==> src/rtl/cpu_divmod_ctrl.sv <==
// Sequencer between the exec stage and the shared divmod32/divmod64 units:
// dispatch by width, local divide-by-zero, abort, and a WAIT watchdog.
module cpu_divmod_ctrl #(
  parameter int unsigned TIMEOUT_CYCLES = 80,
  parameter int unsigned CNT_W          = 8
) (
  input  logic        clk,
  input  logic        rst_n,
  input  logic        req_valid,
  output logic        req_ready,
  input  logic        req_wide,
  input  logic        req_signed,
  input  logic [63:0] req_num,
  input  logic [63:0] req_denom,
  input  logic        abort,
  output logic        resp_valid,
  input  logic        resp_ready,
  output logic [63:0] resp_quot,
  output logic [63:0] resp_rem,
  output logic        resp_div_zero,
  output logic        resp_timeout,
  output logic        d32_enable,
  output logic        d32_unsgn_or_sgn,
  output logic [31:0] d32_num,
  output logic [31:0] d32_denom,
  input  logic        d32_can_accept_cmd,
  input  logic        d32_data_ready,
  input  logic [31:0] d32_quot,
  input  logic [31:0] d32_rem,
  output logic        d64_enable,
  output logic        d64_unsgn_or_sgn,
  output logic [63:0] d64_num,
  output logic [63:0] d64_denom,
  input  logic        d64_can_accept_cmd,
  input  logic        d64_data_ready,
  input  logic [63:0] d64_quot,
  input  logic [63:0] d64_rem
);

  localparam int unsigned DW = 64;
  localparam int unsigned HW = 32;

  typedef enum logic [1:0] {S_IDLE, S_ISSUE, S_WAIT, S_DONE} state_t;

  state_t           state_q, state_d;
  logic [CNT_W-1:0] cnt_q, cnt_d;
  logic             wide_q, wide_d, sgn_q, sgn_d;
  logic [DW-1:0]    num_q, num_d, denom_q, denom_d;
  logic [DW-1:0]    quot_q, quot_d, rem_q, rem_d;
  logic             dz_q, dz_d, to_q, to_d;

  logic             active, sel_accept, sel_ready, req_zero;
  logic [DW-1:0]    sel_quot, sel_rem;

  // Selected-unit views; narrow results are zero-extended.
  assign active     = (state_q == S_ISSUE) || (state_q == S_WAIT);
  assign sel_accept = wide_q ? d64_can_accept_cmd : d32_can_accept_cmd;
  assign sel_ready  = wide_q ? d64_data_ready : d32_data_ready;
  assign sel_quot   = wide_q ? d64_quot : {HW'(0), d32_quot};
  assign sel_rem    = wide_q ? d64_rem  : {HW'(0), d32_rem};
  assign req_zero   = req_wide ? (req_denom == DW'(0)) : (req_denom[HW-1:0] == HW'(0));

  assign req_ready        = (state_q == S_IDLE);
  assign resp_valid       = (state_q == S_DONE);
  assign resp_quot        = quot_q;
  assign resp_rem         = rem_q;
  assign resp_div_zero    = dz_q;
  assign resp_timeout     = to_q;
  assign d32_unsgn_or_sgn = active && !wide_q && sgn_q;
  assign d32_num          = (active && !wide_q) ? num_q[HW-1:0]   : HW'(0);
  assign d32_denom        = (active && !wide_q) ? denom_q[HW-1:0] : HW'(0);
  assign d64_unsgn_or_sgn = active && wide_q && sgn_q;
  assign d64_num          = (active && wide_q) ? num_q   : DW'(0);
  assign d64_denom        = (active && wide_q) ? denom_q : DW'(0);

  always_ff @(posedge clk or negedge rst_n) begin
    if (!rst_n) begin
      state_q <= S_IDLE;
      cnt_q   <= '0;
      wide_q  <= 1'b0;
      sgn_q   <= 1'b0;
      num_q   <= '0;
      denom_q <= '0;
      quot_q  <= '0;
      rem_q   <= '0;
      dz_q    <= 1'b0;
      to_q    <= 1'b0;
    end else begin
      state_q <= state_d;
      cnt_q   <= cnt_d;
      wide_q  <= wide_d;
      sgn_q   <= sgn_d;
      num_q   <= num_d;
      denom_q <= denom_d;
      quot_q  <= quot_d;
      rem_q   <= rem_d;
      dz_q    <= dz_d;
      to_q    <= to_d;
    end
  end

  always_comb begin
    state_d    = state_q;
    cnt_d      = cnt_q;
    wide_d     = wide_q;
    sgn_d      = sgn_q;
    num_d      = num_q;
    denom_d    = denom_q;
    quot_d     = quot_q;
    rem_d      = rem_q;
    dz_d       = dz_q;
    to_d       = to_q;
    d32_enable = 1'b0;
    d64_enable = 1'b0;

    case (state_q)
      S_IDLE: begin
        if (req_valid) begin
          wide_d  = req_wide;
          sgn_d   = req_signed;
          num_d   = req_num;
          denom_d = req_denom;
          if (req_zero) begin
            state_d = S_DONE;
            dz_d    = 1'b1;
            to_d    = 1'b0;
            quot_d  = req_wide ? {DW{1'b1}} : {HW'(0), {HW{1'b1}}};
            rem_d   = req_wide ? req_num : {HW'(0), req_num[HW-1:0]};
          end else begin
            state_d = S_ISSUE;
          end
        end
      end
      S_ISSUE: begin
        if (sel_accept) begin
          d32_enable = !wide_q;
          d64_enable = wide_q;
          cnt_d      = '0;
          state_d    = S_WAIT;
        end
      end
      S_WAIT: begin
        cnt_d = cnt_q + CNT_W'(1);
        // A result on the last count cycle still beats the watchdog.
        if (sel_ready) begin
          quot_d  = sel_quot;
          rem_d   = sel_rem;
          dz_d    = 1'b0;
          to_d    = 1'b0;
          state_d = S_DONE;
        end else if (cnt_q == CNT_W'(TIMEOUT_CYCLES - 1)) begin
          quot_d  = '0;
          rem_d   = '0;
          dz_d    = 1'b0;
          to_d    = 1'b1;
          state_d = S_DONE;
        end
      end
      S_DONE: begin
        if (resp_ready) begin
          quot_d  = '0;
          rem_d   = '0;
          dz_d    = 1'b0;
          to_d    = 1'b0;
          state_d = S_IDLE;
        end
      end
      default: state_d = S_IDLE;
    endcase

    // Abort overrides everything else in the same cycle.
    if (abort) begin
      state_d    = S_IDLE;
      cnt_d      = '0;
      quot_d     = '0;
      rem_d      = '0;
      dz_d       = 1'b0;
      to_d       = 1'b0;
      d32_enable = 1'b0;
      d64_enable = 1'b0;
    end
  end

endmodule

==> config.mk <==
export PLATFORM = sky130hd
export DESIGN_NAME = cpu_divmod_ctrl
export DESIGN_NICKNAME = d
export VERILOG_FILES = /design/src/rtl/cpu_divmod_ctrl.sv
export SDC_FILE = /design/constraint.sdc
export NUM_CORES = 1
export LEC_CHECK = 0
export CORE_AREA = 4 4 258 260
export CTS_CLUSTER_DIAMETER = 40
export DETAILED_ROUTE_END_ITERATION = 10
export DIE_AREA = 0 0 262 264
export HOLD_SLACK_MARGIN = 0.03
export PLACE_DENSITY_LB_ADDON = 0.1
export SYNTH_ARGS = -nofsm -noshare
export SYNTH_HDL_FRONTEND = slang
export SYNTH_SLANG_ARGS = --single-unit
==> constraint.sdc <==
create_clock -name clk -period 4.2 [get_ports clk]
set_clock_uncertainty 0.2 [all_clocks]
set_input_delay 0.84 -clock clk [delete_from_list [all_inputs] [get_ports clk]]
set_output_delay 0.84 -clock clk [all_outputs]
set_load 0.01 [all_outputs]
After elaboration in Yosys (flattened, before gate mapping)
Cells that the tools add are included.
{ "totals": {"regBits": 270, "input_bits": 331, "output_inout_bits": 328, "word_cells": 88} }
{ "op_classes": {"n_addsub": 1, "eq_ne": 9, "muxes": 53, "n_reduce_logical": 15} }
{ "op_table": {"columns": ["cell", "n"], "rows": [
  ["2-to-1 mux 64 bit", 16],
  ["one-hot mux 64 bit (3 select lines)", 2],
  ["logical NOT 64 bit", 1],
  ["2-to-1 mux 32 bit", 2],
  ["logical NOT 32 bit", 1],
  ["2-to-1 mux 1 bit", 20],
  ["2-to-1 mux 8 bit", 2],
  ["one-hot mux 8 bit (2 select lines)", 1],
  ["2-to-1 mux 2 bit", 7],
  ["adder 8 x 1 -> 8 bit, second input constant", 1],
  ["equality test 8 x 7 -> 1 bit, second input constant", 1],
  ["one-hot mux 2 bit (4 select lines)", 1],
  ["!= test 3 x 2 -> 1 bit, second input constant", 2],
  ["one-hot mux 1 bit (3 select lines)", 2],
  ["AND reduction 5 bit", 1],
  ["equality test 2 bit, second input constant", 2],
  ["logical AND 1 bit", 4],
  ["!= test 4 x 3 -> 1 bit, second input constant", 1],
  ["AND reduction 2 bit", 2],
  ["AND reduction 4 bit", 1],
  ["nonzero test 4 bit", 1],
  ["!= test 3 x 1 -> 1 bit, second input constant", 1],
  ["!= test 3 bit, second input constant", 1],
  ["nonzero test 3 bit", 1],
  ["4 further kinds", 4]
]} }

Logic depth before layout (Yosys ltp)
{ "logic_depth": {"ltp_word": 6, "mapped_depth": 12, "ltp_nobuf": 7} }

Worst setup path after synthesis
No wires, ideal clock.
{ "synth_path": {"path_kind": "input -> output", "start": "in abort", "end": "out d32_enable", "t_arrival_ns": 1.722, "required_ns": 3.160, "path_slack_ns": 1.438, "stages": 3, "path_buffers": 2, "path_cell_list": "clkbuf_1 -> clkbuf_1 -> nor4b_1"} }
{ "synth_via": {"elab_chain_len": 1} }
{ "synth_lines": {"columns": ["element", "line", "rtl"], "rows": [
  ["from (decl)", "15", "input logic abort,"],
  ["2-to-1 mux 1 bit", "172", "if (abort) begin"],
  ["to (decl)", "22", "output logic d32_enable,"]
]} }
Every way passes these cells.

Worst setup path in the final report
{ "layout_path": {"start": "reg state_q[0]", "end": "out d64_num[56]"} }
{ "layout_via": {"elab_chain_len": 4, "word_cells_on_any_way": 5, "classes_between": "2 x eq/ne; 1 x mux; 2 x reduce/logical"} }
{ "layout_lines": {"columns": ["element", "line", "rtl"], "rows": [
  ["from (decl)", "45", "state_t state_q, state_d;"],
  ["from (signal assigned)", "89", "state_q <= state_d;"],
  ["equality test 2 x 1 -> 1 bit or equality test 2 bit (tied branches)", "56", "assign active = (state_q == S_ISSUE) || (state_q == S_WAIT);"],
  ["logical OR 1 bit *", "56", null],
  ["logical AND 1 bit *", "73", "assign d64_num = (active && wide_q) ? num_q : DW'(0);"],
  ["2-to-1 mux 64 bit *", "73", null],
  ["to (decl)", "32", "output logic [63:0] d64_num,"]
]} }
Mark *: on every way between the ends. The rest lies on a longest branch, timed or not.

==> metrics.md <==
| Metric | Value |
|---|---|
| Post-synth top flop | `dfrtp_1` |
| DIE WIDTH | `262 µm` |
| Worst EP arrival | `2.92 ns` |
| Via count | `12,689` |
| WL per Instance | `23.2 µm` |
| First-pass GRT wire length | `94.9 mm` |
| DRC violations left | `0` |
| Syn nets | `1,618` |
| Maximum capacitance violations | `0` |
| Ports | `659` |
| GRT overflow | `0` |
| Number of synthesized flops with an enable pin | `0` |
| Outcome | `complete, no violations` |
| Detailed-placement wirelength estimate | `48.2 mm` |
| Pwr per Cell Area | `785 nW/µm²` |
| CP required | `3.16 ns` |
| Worst vdd ir | `0.516 mV` |
| Netlist cell types | `43` |
| Vias/cell | `4.48` |
| Sequential share of the synthesized area | `0.477` |
| Num CTS Buffers | `68` |
| WL final | `65.8 mm` |
| R2R setup slack | `0.76 ns` |
| Clk buf depth | `3` |
| Lkg Pwr | `10.4 nW` |
| Layout Nets | `2,259` |
| Crit-path max FO | `118` |
| Iter 0 DRT Violations | `546` |
| CP Class | `reg2out` |
| Post-CTS setup buffers | `0` |
| P_int | `12.4 mW` |
| Hold_buf cts | `0` |
| Initial Utilization | `0.221` |
| Post-layout util | `0.376` |
| Root Driver | `clkbuf_16` |
| YS warnings | `0` |
| Max Slew Vio Count | `0` |
| RD Place Congestion | `0.779` |
| Input/output buffers | `658` |
| Detailed Routing Iterations Pass 1 | `4` |
| Most common cell in the synthesized netlist | `dfrtp_1` |
| Largest net degree at the start of global routing | `119` |
| Max-slew headroom | `0.318` |
| Initial antenna violation count | `7` |
| Syn_area_per_cell | `11.0 µm²` |
| Vias in the first global route | `13,866` |
| Syn Inst Count | `1,282` |
| Hold Fails Final Rpt | `0` |
| Area Growth Syn to Fin | `70.3%` |
| H-tree Lvls | `3` |
| TNS Setup | `0 ns` |
| Period minus WS final | `3.96 ns` |
| RSZ-0062 raised after global routing | `no` |
| Fraction of power consumed by the clock network | `0.292` |
| Clk slew on worst S/H paths | `0.05 ns` |
| Dominant cells by area after synthesis | `dfrtp_1 48%, mux2_2 17%, and3_1 5.8%` |
| Share of post-route cells with drive strength above 1 | `0.201` |
| Die height | `264 µm` |
| Async SR Flop Fraction | `1.00` |
| Routed Antenna Nets | `0` |
| Synthesized flop and latch total | `270` |
| Core ar. | `64,100 µm²` |
| Post-CTS resize count | `0` |
| Sw Ratio | `0.347` |
| Synth top cells by count | `270 x dfrtp_1, 208 x mux2_2, 132 x and3_1` |
| Combinational share of power | `0.462` |
| # rows | `93` |
| Worst slew pin tran | `1.02 ns` |
| Mapped cell area | `14,200 µm²` |
| Worst hold path type | `in2async` |
| Total track usage | `0.183` |
| Psw | `6.58 mW` |
| Worst skew pair latency | `0.55 ns` |
| CP Launch Type | `flop` |
| # setup viols final | `0` |
| CP endpoint kind | `output port` |
| CTS tree | `yes` |
| Die area | `69,200 µm²` |
| Post-synth top area share | `0.477` |
| Clock sinks | `270` |
| Register share of total power | `0.246` |
| Cell taking the most area after synthesis | `dfrtp_1` |
| Fin crit share | `0.943` |
| Fmax | `0.252 GHz` |
[area by class of cell]
type / count / area (µm²)
clock inverters: 31 / 449
well taps: 855 / 1070
multi-input cells: 892 / 6910
fillers: 6379 / 40000
clock buffers: 89 / 1980
repair buffers: 687 / 6930
inverters: 4 / 15.0
flip-flops and latches: 270 / 6760
diodes: 3 / 7.51
[layer usage]
layer,wire (µm),vias to the layer above,global-route usage
met2,33800,409,0.324
met3,4210,82,0.0506
met5,23,-,0
met1,26300,6295,0.216
met4,1390,4,0.0543
li1,-,5899,-
[worst max-delay path, cell delays in order, from the launching register on]
cell             delay [ns]
dfrtp_1                0.41
inv_1                  0.11
ha_4                   0.40
buf_12                 0.39
and3_1                 0.29
clkdlybuf4s50_1        0.67
[worst paths after layout]
path                             start      endpoint  cells after the start
hold / removal                   rst_n      num_q[7]                      1
setup / recovery            state_q[0]   d64_num[56]                      5
hold reg to reg            denom_q[34]   denom_q[34]                      1
setup reg to reg                wide_q  resp_rem[32]                      6
min in group clk           denom_q[34]   denom_q[34]                      1
max in group asynchronous        rst_n        wide_q                      2
[power groups by stage]
| stage | clock network (mW) | logic, mW | registers, mW |
|---|---|---|---|
| after global placement | 0 | 8.93 | 4.64 |
| after detailed placement | 0 | 8.94 | 4.67 |
| after CTS | 5.69 | 8.97 | 4.66 |
| after global routing | 5.83 | 9.36 | 4.82 |
| final | 5.53 | 8.74 | 4.66 |
| after floorplan | 0 | 4.41 | 4.57 |
[registers in the layout, indices dropped and copies added (netlist names)]
register and cells:
denom_q 64, num_q 64, resp_quot 64, resp_rem 64, cnt_q 8, state_q 2
resp_div_zero 1, resp_timeout 1, sgn_q 1, wide_q 1
[placed cells by master, fill, tap and decap left out, types with 11 or more instances in the layout]
| master | synthesis | final |
|---|---|---|
| a21oi_1 | 56 | 56 |
| a221o_1 | 23 | 23 |
| a22oi_1 | 32 | 32 |
| and2_1 | 65 | 65 |
| and3_1 | 132 | 131 |
| buf_4 | 8 | 19 |
| clkbuf_16 | 0 | 72 |
| clkbuf_8 | 0 | 11 |
| clkdlybuf4s50_1 | 0 | 656 |
| clkinv_2 | 0 | 13 |
| dfrtp_1 | 270 | 269 |
| mux2_2 | 208 | 208 |
| mux2_4 | 30 | 30 |
| mux2i_1 | 64 | 64 |
| nand2_1 | 46 | 44 |
| nand2b_1 | 27 | 27 |
| nor2_1 | 73 | 72 |
| nor4_1 | 16 | 16 |
| o21ai_0 | 77 | 77 |
[metrics by stage]
| step | setup WS [ns] | instance area [µm²] | power, mW | hold WS, ns | cells |
|---|---|---|---|---|---|
| final | 0.239 | 24100 | 18.9 | 0.108 | 2831 |
| after global routing | 0.0652 | 24100 | 20.0 | 0.170 | 2831 |
| after CTS | 0.148 | 24100 | 19.3 | 0.147 | 2828 |
| after detailed placement | 0.396 | 21700 | 13.6 | 0.286 | 2708 |
| after global placement | 0.405 | 21700 | 13.6 | 0.282 | 2708 |
| after floorplan | 1.44 | 14200 | 8.99 | 0.271 | 1282 |
[cells by family after synthesis]
group / count (synthesis) / share of synthesized area
simple gates: 381 / 0.148
mux: 302 / 0.243
flops: 270 / 0.477
compound gates: 204 / 0.0893
buf+inv: 120 / 0.0387
fa+ha+maj: 5 / 0.00442
Power figures use the tool's default switching activity.
